$ cat src/rtl/ldpc_cn_minsearch_ctrl.sv
// Check-node min-search sequencer: streams dc SIMD operand beats and tracks
// per-lane min1, min2 and the beat index of min1 using signed Q-bit ordering.
module ldpc_cn_minsearch_ctrl #(
    parameter int unsigned Q      = 8,
    parameter int unsigned SIMD   = 4,
    parameter int unsigned DC_MAX = 16,
    parameter int unsigned IDXW   = $clog2(DC_MAX)
) (
    input  logic                   clk_i,
    input  logic                   rst_ni,
    input  logic                   flush_i,
    input  logic                   start_i,
    input  logic [IDXW:0]          dc_i,
    output logic                   busy_o,
    input  logic                   in_valid_i,
    output logic                   in_ready_o,
    input  logic [Q*SIMD-1:0]      in_data_i,
    output logic                   done_o,
    output logic [Q*SIMD-1:0]      min1_o,
    output logic [Q*SIMD-1:0]      min2_o,
    output logic [IDXW*SIMD-1:0]   idx_o
);

    localparam int unsigned DW = Q * SIMD;
    localparam int unsigned IW = IDXW * SIMD;
    localparam logic [Q-1:0] LANE_MAX = {1'b0, {(Q-1){1'b1}}};

    typedef enum logic [1:0] {
        S_IDLE,
        S_RUN,
        S_DONE
    } state_t;

    state_t state_q, state_d;

    logic [IDXW-1:0] cnt_q;
    logic [IDXW-1:0] dc_last_q, dc_last_d;
    logic [IDXW:0]   dc_clamped;
    logic [DW-1:0]   acc_min1_q, acc_min2_q, acc_min1_d, acc_min2_d;
    logic [IW-1:0]   acc_idx_q, acc_idx_d;
    logic            accept, last_beat, init;

    // Degree is clamped to [2, DC_MAX]; the last beat index is what the run compares against.
    always_comb begin
        dc_clamped = dc_i;
        if (dc_i < (IDXW+1)'(2)) begin
            dc_clamped = (IDXW+1)'(2);
        end else if (dc_i > (IDXW+1)'(DC_MAX)) begin
            dc_clamped = (IDXW+1)'(DC_MAX);
        end
        dc_last_d = IDXW'(dc_clamped - (IDXW+1)'(1));
    end

    // Per-lane compare/insert; ties fall through to min2 so the first occurrence keeps idx.
    for (genvar i = 0; i < SIMD; i++) begin : g_lane
        logic signed [Q-1:0] v, m1, m2, nm1, nm2;
        logic [IDXW-1:0]     nidx;

        assign v  = in_data_i[i*Q +: Q];
        assign m1 = acc_min1_q[i*Q +: Q];
        assign m2 = acc_min2_q[i*Q +: Q];

        always_comb begin
            nm1  = m1;
            nm2  = m2;
            nidx = acc_idx_q[i*IDXW +: IDXW];
            if (v < m1) begin
                nm2  = m1;
                nm1  = v;
                nidx = cnt_q;
            end else if (v < m2) begin
                nm2 = v;
            end
        end

        assign acc_min1_d[i*Q +: Q]       = nm1;
        assign acc_min2_d[i*Q +: Q]       = nm2;
        assign acc_idx_d[i*IDXW +: IDXW]  = nidx;
    end

    // Next-state logic; flush overrides everything and discards a same-cycle beat.
    always_comb begin
        state_d   = state_q;
        accept    = 1'b0;
        last_beat = 1'b0;
        init      = 1'b0;
        case (state_q)
            S_IDLE: begin
                if (start_i) begin
                    state_d = S_RUN;
                    init    = 1'b1;
                end
            end
            S_RUN: begin
                accept = in_valid_i;
                if (in_valid_i && (cnt_q == dc_last_q)) begin
                    state_d   = S_DONE;
                    last_beat = 1'b1;
                end
            end
            S_DONE:  state_d = S_IDLE;
            default: state_d = S_IDLE;
        endcase
        if (flush_i) begin
            state_d   = S_IDLE;
            accept    = 1'b0;
            last_beat = 1'b0;
            init      = 1'b0;
        end
    end

    always_ff @(posedge clk_i or negedge rst_ni) begin
        if (!rst_ni) begin
            state_q    <= S_IDLE;
            busy_o     <= 1'b0;
            in_ready_o <= 1'b0;
            done_o     <= 1'b0;
        end else begin
            state_q    <= state_d;
            busy_o     <= (state_d != S_IDLE);
            in_ready_o <= (state_d == S_RUN);
            done_o     <= (state_d == S_DONE);
        end
    end

    // Accumulators restart on start; visible outputs only change on the final beat.
    always_ff @(posedge clk_i or negedge rst_ni) begin
        if (!rst_ni) begin
            acc_min1_q <= '0;
            acc_min2_q <= '0;
            acc_idx_q  <= '0;
            cnt_q      <= '0;
            dc_last_q  <= '0;
            min1_o     <= '0;
            min2_o     <= '0;
            idx_o      <= '0;
        end else if (init) begin
            acc_min1_q <= {SIMD{LANE_MAX}};
            acc_min2_q <= {SIMD{LANE_MAX}};
            acc_idx_q  <= '0;
            cnt_q      <= '0;
            dc_last_q  <= dc_last_d;
        end else if (accept) begin
            acc_min1_q <= acc_min1_d;
            acc_min2_q <= acc_min2_d;
            acc_idx_q  <= acc_idx_d;
            cnt_q      <= last_beat ? '0 : cnt_q + IDXW'(1);
            if (last_beat) begin
                min1_o <= acc_min1_d;
                min2_o <= acc_min2_d;
                idx_o  <= acc_idx_d;
            end
        end
    end

endmodule

$ cat config.mk
export PLATFORM = sky130hd
export DESIGN_NAME = ldpc_cn_minsearch_ctrl
export DESIGN_NICKNAME = d
export VERILOG_FILES = /design/src/rtl/ldpc_cn_minsearch_ctrl.sv
export SDC_FILE = /design/constraint.sdc
export NUM_CORES = 1
export LEC_CHECK = 0
export ABC_AREA = 1
export CAP_MARGIN = 10
export CORE_UTILIZATION = 47
export CTS_BUF_LIST = sky130_fd_sc_hd__clkbuf_4 sky130_fd_sc_hd__clkbuf_8
export DETAILED_ROUTE_END_ITERATION = 8
export GPL_TIMING_DRIVEN = 0
export PLACE_DENSITY = 0.68
export SETUP_SLACK_MARGIN = 0.05
export SYNTH_ARGS = -nofsm -noshare
export SYNTH_HDL_FRONTEND = slang
export SYNTH_SLANG_ARGS = --single-unit
$ cat constraint.sdc
create_clock -name clk_i -period 3.4 [get_ports clk_i]
set_clock_uncertainty 0.15 [all_clocks]
set_input_delay 0.68 -clock clk_i [delete_from_list [all_inputs] [get_ports clk_i]]
set_output_delay 0.68 -clock clk_i [all_outputs]
set_load 0.01 [all_outputs]
==> results of run 1 <==
==> cells by family after synthesis <==
group / share of synthesized area (%)
AOI/OAI and AO/OA: 7.63
xor gates and xnor gates: 0.703
buffers and inverters: 10.4
DFF: 44.2
adders and majority gates: 7.41
and+or+nand+nor: 29.7
==> routing by layer <==
metal  track usage, %  share of wire (%)
met3             4.53                4.5
met4             5.89                1.1
met5                0                  0
met2             41.3                 47
met1             33.7                 47
==> power by group <==
| part | internal, mW | leakage (nW) | switching, mW |
|---|---|---|---|
| sequential | 2.66 | 2.09 | 0.358 |
| combinational | 1.52 | 4.08 | 2.05 |
| clock | 0.544 | 0.172 | 0.814 |
==> sequential cells by signal, summed over array words and instances (netlist names) <==
name	cells
acc_min1_q	32
dc_last_q	4
cnt_q	4
acc_min2_q	32
idx_o	16
in_ready_o	1
busy_o	1
min1_o	32
state_q	2
min2_o	32
done_o	1
acc_idx_q	16
==> layout by cell type (no fill, tap or decap), drive strengths merged, types with 5 or more instances in the layout <==
cell type | netlist | routed
a21oi | 24 | 24
ha | 58 | 58
clkbuf | 11 | 31
o22ai | 6 | 6
clkinv | 0 | 7
clkdlybuf4s50 | 0 | 123
buf | 36 | 38
o21a | 8 | 8
dfrtp | 173 | 173
nand3 | 152 | 152
inv | 206 | 207
xnor2 | 5 | 5
nor2 | 12 | 12
nand2 | 544 | 544
o21ai | 103 | 103
==> worst max-delay path, stage by stage <==
cell and delay [ns]:
clkdlybuf4s50_1 0.49, ha_1 0.38, nand2_1 0.09, inv_1 0.03
nor2_1 0.11, o21a_1 0.18, nand2_1 0.10, nand2_1 0.23
nand3_1 0.11, nand3_1 0.12, nand2_1 0.08, nand2_1 0.15
nand2_1 0.07
==> final timing paths <==
check | from | end | slack (ns) | depth (start not counted)
max | in_data_i[7] | min2_o[0]$_DFFE_PN0P_ | 0.79 | 13
min | rst_ni | min1_o[17]$_DFFE_PN0P_ | -0.01 | 1
max reg2reg | acc_min1_q[7]$_DFFE_PN0P_ | min2_o[0]$_DFFE_PN0P_ | 1.12 | 12
min reg2reg | min1_o[3]$_DFFE_PN0P_ | min1_o[3]$_DFFE_PN0P_ | 0.33 | 2
max in group asynchronous | rst_ni | acc_min2_q[2]$_DFFE_PN0P_ | 2.20 | 2
min in group clk_i | min1_o[3]$_DFFE_PN0P_ | min1_o[3]$_DFFE_PN0P_ | 0.33 | 2
==> layout make-up <==
class	instances	area share, %
inverters	206	6.57
repair buffers	125	10.8
multi-input cells	922	37.8
clock inverters	12	0.787
clock buffers	20	2.23
flip-flops and latches	173	36.8
plain buffers	47	2.06
well taps	270	2.87
==> metrics, run 1 <==
CP required 3.62 ns; Netlist cell types 29; final worst setup slack 0.794 ns; peak supply drop 0.347 mV; sequential cell area 4330 um2; hpwl dp 18500 um; final setup vio count 0; global route total overflow 0; Worst-Margin Slew 0.769 ns; placed cells 1743; Crit Path Max Fanout 7; first-pass GRT wire length between 40000 and 50000 um; number of global-route vias before repair 8538; post-cts sizing count 0; Startpoint Class input port; Yosys warnings 0; max-cap check violation count 0; leakage about 6.3 nW; Synth top area share between 40% and 50%; Clock Tree Root clkbuf_8; Core ar. 20400 um2; CP Capture Type flop; Arr. time, crit path 2.82 ns; Yosys reg bits 173; Primary FF master, synth dfrtp_1; most frequent cell after synthesis nand2_1; Place WS 0.291 ns; Vias/cell 4.99; worst min path class input port to asynchronous set/reset pin; largest net degree at the start of global routing 100; Via Count 8853; total track usage 24.9%; IO Pins 125; placed inst area 11400 um2; Die X roughly 150 um; main area contributors after synthesis dfrtp_1, nand2_1, nand3_1; Hold Vio Cnt, Final 2; CP Class input port to flop; failing checks hold timing; Area growth syn-to-layout 20.1%; wire per inst 14.1 um; top cells by count, synth nand2_1, inv_1, dfrtp_1; Synth Instances 1348; Die ar. between 20000 and 25000 um2; fin cells 1775; FP Rows 52; Initial DRC Count between 300 and 400; starting density of the core around half; Die Height between 100 and 150 um; Total Wirelength 25000 um; clk sinks 173; CTS buffer count 17; highest clock rate 384 MHz; unrepaired setup endpoints after global routing false; Synth async-reset ratio 100%; ANT cells 0; Filler cells approximately 1900; ANT nets after route 0; max-slew violations 0; Mapped Area 9800 um2; IO buf count about 120; Setup TNS 0 ns; CTS clock-pin slew for the worst setup and hold paths about 0.090 ns; DR pass1 iterations 5; hold buffers post-CTS 0; TritonCTS clock tree built; clock latency on the worst-skew pair approximately 0.48 ns; P per Cell Area 675 nW/um2; Slew headroom 48.7%; Final nets 1592; drt drc 0; sequential area share after synthesis 44.2%; Post-synth EDFFs 0; Final Critical Period 2.61 ns; Syn Nets 1448; Layout Utilization 57.8%; WHS -0.0115 ns; Multi-input gate area between 4000 and 5000 um2; Placer Congestion slightly below 0.9; post-synth top area cell dfrtp_1; share of cells above drive strength 1 5.65%; final period utilization around three quarters; syn avg cell area 7.27 um2; H-tree levels 4; run status finished with violations; Final Power 7.95 mW; final instance area approximately 12000 um2; initial antenna violation count 0; Post-CTS Setup Inserts 0; CTS max path bufs 2
Note: power is estimated with default switching activity, not from simulation.
==> run 2, diff against run 1 <==
clock period = 2.5 ns   (was 3.4 ns; I/O delays follow)
==> run 2 against run 1 <==
- the run now ends clean
- utilization rose by 0.33 points
- combinational power rose by 38%
- clock power up 36%
- non-clock buffer count rose by 1
- worst setup slack worse by 0.65 ns
- register-to-register slack worse by 0.88 ns
==> metrics, run 2 (synthesized netlist as in run 1, its figures left out) <==
reg2reg start acc_min1_q[7]$_DFFE_PN0P_; hold path depth 3; starting density of the core 48.1% (unchanged); Die X 146 um (unchanged); Final nets 1593 (+0.063%); P per Cell Area 918 nW/um2 (+36%); GRT met2 Usage 41.3% (about the same); Slew headroom 48.4% (-0.30 points); GR Layer Usage met1 33.7% (unchanged); hpwl dp 18500 um (unchanged); CTS max path bufs 2 (unchanged); peak supply drop 0.473 mV (+36%); H-tree levels 4 (unchanged); Hold Vio Cnt, Final 0 (-2); DR pass1 iterations 5 (unchanged); clock latency on the worst-skew pair 0.48 ns (about the same); Via Count 8892 (+0.44%); fin cells 1776 (+0.056%); global route total overflow 0 (unchanged); max-slew violations 0 (unchanged); Post-CTS Setup Inserts 0 (unchanged); IO buf count 124 (unchanged); final period utilization a little over nine tenths; clk sinks 173 (unchanged); Bufs and invs on worst path 2 (unchanged); gr busiest metal met2; Vias/cell 5.01 (+0.38%); share of cells above drive strength 1 6.24% (+0.59 points); worst-case reg-to-reg path depth 12 (unchanged); Core ar. 20400 um2 (unchanged); placed cells 1743 (unchanged); Initial DRC Count 395 (-1.0%); largest net degree at the start of global routing 100 (unchanged); wire per inst 14.2 um (+0.64%); run status complete, no violations; worst min path class input port to flop; slowest stage cell, crit path clkdlybuf4s50_1; TritonCTS clock tree built; Clock Tree Root clkbuf_8; IO Pins 125 (unchanged); crit-path cells clkdlybuf4s50_1, ha_1, a21oi_1, o21a_1, nand2_1, nand2_1, nand2_2, buf_4, nand3_1, nand2_1, nand2_1, nand2_1; first-pass GRT wire length 42200 um (about the same); CP required 2.72 ns (-0.90 ns); highest clock rate 424 MHz; critical path's top delay family buffers and inverters; Final Critical Period 2.36 ns; CP Class input port to flop; CP Capture Type flop; unrepaired setup endpoints after global routing true; number of global-route vias before repair 8540 (+0.023%); Area growth syn-to-layout 20.8%; worst hold endpoint min1_o[19]$_DFFE_PN0P_; WHS 0.323 ns (+0.334 ns); CTS buffer count 17 (unchanged); reg-to-reg slack, setup 0.24 ns (-0.88 ns); final instance area 11800 um2 (+0.57%); final setup vio count 0 (unchanged); FP Rows 52 (unchanged); Arr. time, crit path 2.58 ns (-0.24 ns); GR Layer Usage met3 4.53% (unchanged); commonest non-fill, non-tap cell in the layout nand2_1; Worst-Margin Slew 0.773 ns (+0.00453 ns); ANT cells 0 (unchanged); initial antenna violation count 0 (unchanged); Die Height 146 um (unchanged); CP dominant cell by count nand2_1; Total Wirelength 25200 um (+0.69%); commonest non-fill, non-tap cells in the layout nand2_1, inv_1, dfrtp_1; Startpoint Class input port; ANT nets after route 0 (unchanged); Crit Path Max Fanout 10 (+3); Filler cells 1919 (-0.42%); Die ar. 21400 um2 (unchanged); placed inst area 11400 um2 (unchanged); final worst setup slack 0.143 ns (-0.651 ns); Placer Congestion 0.884 (unchanged); capture point of the worst reg-to-reg path min2_o[0]$_DFFE_PN0P_; Place WS -0.429 ns (-0.720 ns); Layout Utilization 58.1% (+0.33 points); drt drc 0 (unchanged); highest cell delay on the worst timing path 0.48 ns (about the same); hold path startpoint in_data_i[19]; leakage 6.38 nW (+0.57%); max-cap check violation count 0 (unchanged); total track usage 24.9% (about the same); CTS clock-pin slew for the worst setup and hold paths 0.09 ns (about the same)
==> run 2: changes by cell type in the layout (fill, tap and decap cells not counted), sizes merged <==
cell,delta
clkbuf,+3
clkdlybuf4s50,-2
dlymetal6s2s,+2
dlygate4sd3,+1
buf,-3
==> run 2: where the power goes <==
group          internal (mW)  leakage (nW)  switching (mW)  total (mW)
Sequential              3.61          2.09           0.488        4.10
Clock                  0.740         0.172            1.11        1.85
Combinational           2.10          4.12            2.81        4.91
==> run 2: worst max path at each step <==
stage                                       endpoint  slack [ns]  depth (start not counted)          start
after floorplan           acc_min1_q[16]$_DFFE_PN0P_        0.46                         12  in_data_i[23]
final                          min2_o[0]$_DFFE_PN0P_        0.14                         12   in_data_i[7]
after global routing           min2_o[0]$_DFFE_PN0P_       -0.08                         13   in_data_i[7]
after global placement     acc_min1_q[1]$_DFFE_PN0P_       -6.61                          1         rst_ni
after CTS                      min2_o[0]$_DFFE_PN0P_        0.09                         13   in_data_i[7]
after detailed placement       min2_o[0]$_DFFE_PN0P_       -0.43                         13   in_data_i[7]
==> run 2: per-layer routing <==
metal,vias to the layer above,share of wire (%)
met5,-,0
met4,0,1.1
met3,26,5.3
met2,213,48
met1,4141,46
li1,4512,-
==> run 2: repair_timing <==
| action | in CTS | in global routing |
|---|---|---|
| setup endpoints to repair | 0 | 47 |
| hold buffers | 1 | 0 |
| gates resized for setup | 0 | 17 |
| endpoints found under the hold margin | 74 | 0 |
==> run 2: stage by stage <==
step | TNS (ns) | power (mW)
2_1_floorplan | 0 | 7.00
3_3_place_gp | -1175.30 | 8.92
3_5_place_dp | -38.09 | 9.01
4_1_cts | 0 | 10.9
5_1_grt | -0.0776 | 11.7
6_report | 0 | 10.9
==> run 2: area by class of cell <==
class | count | area [um2] | area share, %
flip-flops and latches | 173 | 4330 | 36.6
multi-input cells | 922 | 4490 | 38.0
clock buffers | 20 | 263 | 2.22
plain buffers | 47 | 253 | 2.14
well taps | 270 | 338 | 2.86
clock inverters | 12 | 92.6 | 0.783
repair buffers | 126 | 1290 | 10.9
inverters | 206 | 773 | 6.54
==> run 2: worst min-delay path, stage by stage <==
cell,delay (ns)
dlymetal6s2s_1,0.18
o21ai_1,0.12
o21ai_1,0.12
==> run 3, diff against run 2 <==
PLACE_DENSITY = 0.69   (was 0.68)
==> run 3 against run 2 <==
- global-route usage barely moved
- final cell count unchanged
- design area is 1.2% higher
- register-to-register slack better by 0.02 ns
- die area did not move
- flip-flop and latch count stayed put
- largest cell class unchanged
- highest routed layer unchanged
- sequential power about the same
- combinational power increased by 1%
==> metrics, run 3 (synthesized netlist as in run 1, its figures left out) <==
Startpoint Class input port; ANT cells 0 (unchanged); CTS buffer count 17 (unchanged); Place WS -0.392 ns (+0.0367 ns); crit path from flush_i; reg-to-reg slack, setup 0.26 ns (+0.02 ns); placed cells 1743 (unchanged); Gate power share 44.4% (-0.8 points); Crit Path Max Fanout 10 (unchanged); crit path to acc_min1_q[29]$_DFFE_PN0P_; CP Capture Type flop; CP Class input port to flop; Worst-Margin Slew 0.789 ns (+0.0158 ns); Post-CTS Setup Inserts 0 (unchanged); placed inst area 11400 um2 (unchanged); P per Cell Area 934 nW/um2 (+1.7%); Die ar. 21400 um2 (unchanged); Via Count 8976 (+0.94%); Arr. time, crit path 2.56 ns (-0.02 ns); sequential cell area 4330 um2 (unchanged); Layout Utilization 58.8% (+0.68 points); H-tree levels 4 (unchanged); clock power share 18.8% (+1.8 points); Final nets 1593 (unchanged); fin cells 1776 (unchanged); Slew headroom 47.4% (-1.1 points); CTS clock-pin slew for the worst setup and hold paths 0.10 ns (about the same); final setup vio count 0 (unchanged); Initial DRC Count 509 (+29%); sw power 4.45 mW (+0.90%); reg2reg start acc_min1_q[5]$_DFFE_PN0P_; commonest non-fill, non-tap cell in the layout nand2_1; number of global-route vias before repair 8633 (+1.1%); Die Height 146 um (unchanged); WHS 0.321 ns (-0.00115 ns); DR pass1 iterations 5 (unchanged); run status complete, no violations; global route total overflow 0 (unchanged); Final Critical Period 2.35 ns (-0.00609 ns); leakage 6.50 nW (+2.0%); CP required 2.71 ns (about the same); clk sinks 173 (unchanged); capture point of the worst reg-to-reg path min2_o[0]$_DFFE_PN0P_; sequential share of power 36.9% (-0.9 points); drt drc 0 (unchanged); unrepaired setup endpoints after global routing false; Multi-input gate area 4540 um2 (+1.1%); wire per inst 14.5 um (+2.1%); Clock Tree Root clkbuf_8; Die X 146 um (unchanged); ANT nets after route 0 (unchanged); CTS max path bufs 2 (unchanged); hold path depth 5 (+2); commonest non-fill, non-tap cells in the layout nand2_1, inv_1, dfrtp_1; Total Wirelength 25700 um (+2.1%); worst min path class input port to flop; largest net degree at the start of global routing 96 (-4.0%); highest clock rate 425 MHz (+0.26%); Hold Vio Cnt, Final 0 (unchanged); TritonCTS clock tree built; final period utilization 94.0% (-0.24 points); IO buf count 124 (unchanged); max-slew violations 0 (unchanged); max-cap check violation count 0 (unchanged); Core ar. 20400 um2 (unchanged); Area growth syn-to-layout 22.2%; share of cells above drive strength 1 6.71% (+0.46 points); FP Rows 52 (unchanged); total track usage 24.9% (+0.031 points); starting density of the core 48.1% (unchanged); initial antenna violation count 0 (unchanged); Placer Congestion 0.856 (-3.1%); switch share 39.8% (-0.79 points); final instance area 12000 um2 (+1.2%); worst-case reg-to-reg path depth 12 (unchanged); internal cell power 6.73 mW (+4.3%); first-pass GRT wire length 42500 um (+0.69%); hpwl dp 18900 um (+2.4%); Vias/cell 5.05 (+0.94%); clock latency on the worst-skew pair 0.47 ns (about the same); Filler cells 1903 (-0.83%); IO Pins 125 (unchanged); peak supply drop 0.535 mV (+13%); final worst setup slack 0.149 ns (+0.00609 ns)
[run 3: worst max-delay path, stage by stage]
cell and delay, ns:
clkdlybuf4s50_1 0.47, inv_2 0.05, nand4_1 0.24, nand2_2 0.27
inv_2 0.14, clkbuf_1 0.61, nand2_1 0.11, o21ai_0 0.11
inv_1 0.06
[run 3: what timing repair did]
item / CTS / global route
hold buffers: 1 / 0
endpoints found under the hold margin: 78 / 0
setup endpoints to repair: 0 / 105
resized for setup: 0 / 35
[run 3: cell type report]
cell class / instances / share of cell area, %
clock inverters: 11 / 1.12
flip-flops and latches: 173 / 36.2
inverters: 206 / 6.46
clock buffers: 21 / 2.36
repair buffers: 126 / 11.0
multi-input cells: 922 / 38.0
plain buffers: 47 / 2.13
well taps: 270 / 2.82
[run 3: routing by layer]
layer / track usage [%] / share of wire [%] / up-vias
met5: 0 / 0 / -
met4: 8.49 / 1.9 / 0
met3: 3.69 / 5.2 / 27
met2: 42.0 / 47 / 220
met1: 32.8 / 45 / 4226
li1: - / - / 4503
[run 3: how the worst min path moves through the flow]
stage / end / slack, ns / startpoint
finish: acc_min1_q[5]$_DFFE_PN0P_ / 0.32 / in_data_i[5]
global route: acc_min1_q[5]$_DFFE_PN0P_ / 0.34 / in_data_i[5]
CTS: min1_o[6]$_DFFE_PN0P_ / 0.34 / min1_o[6]$_DFFE_PN0P_
detailed placement: min1_o[6]$_DFFE_PN0P_ / 0.32 / min1_o[6]$_DFFE_PN0P_
global placement: min2_o[13]$_DFFE_PN0P_ / 0.31 / min2_o[13]$_DFFE_PN0P_
floorplan: acc_idx_q[0]$_DFFE_PN0P_ / 0.05 / rst_ni
[run 3: power groups by stage]
stage | clock [mW] | combinational [mW] | sequential [mW]
4_1_cts | 2.13 | 4.90 | 4.12
3_3_place_gp | 0 | 4.75 | 4.16
5_1_grt | 2.22 | 5.59 | 4.22
2_1_floorplan | 0 | 2.72 | 4.28
3_5_place_dp | 0 | 4.86 | 4.17
6_report | 2.10 | 4.96 | 4.12
[run 3: through the flow]
step                      power (mW)   TNS, ns
after floorplan                 7.00         0
after global placement          8.91  -1163.93
after detailed placement        9.03    -38.28
after CTS                       11.1         0
after global routing            12.0         0
final                           11.2         0
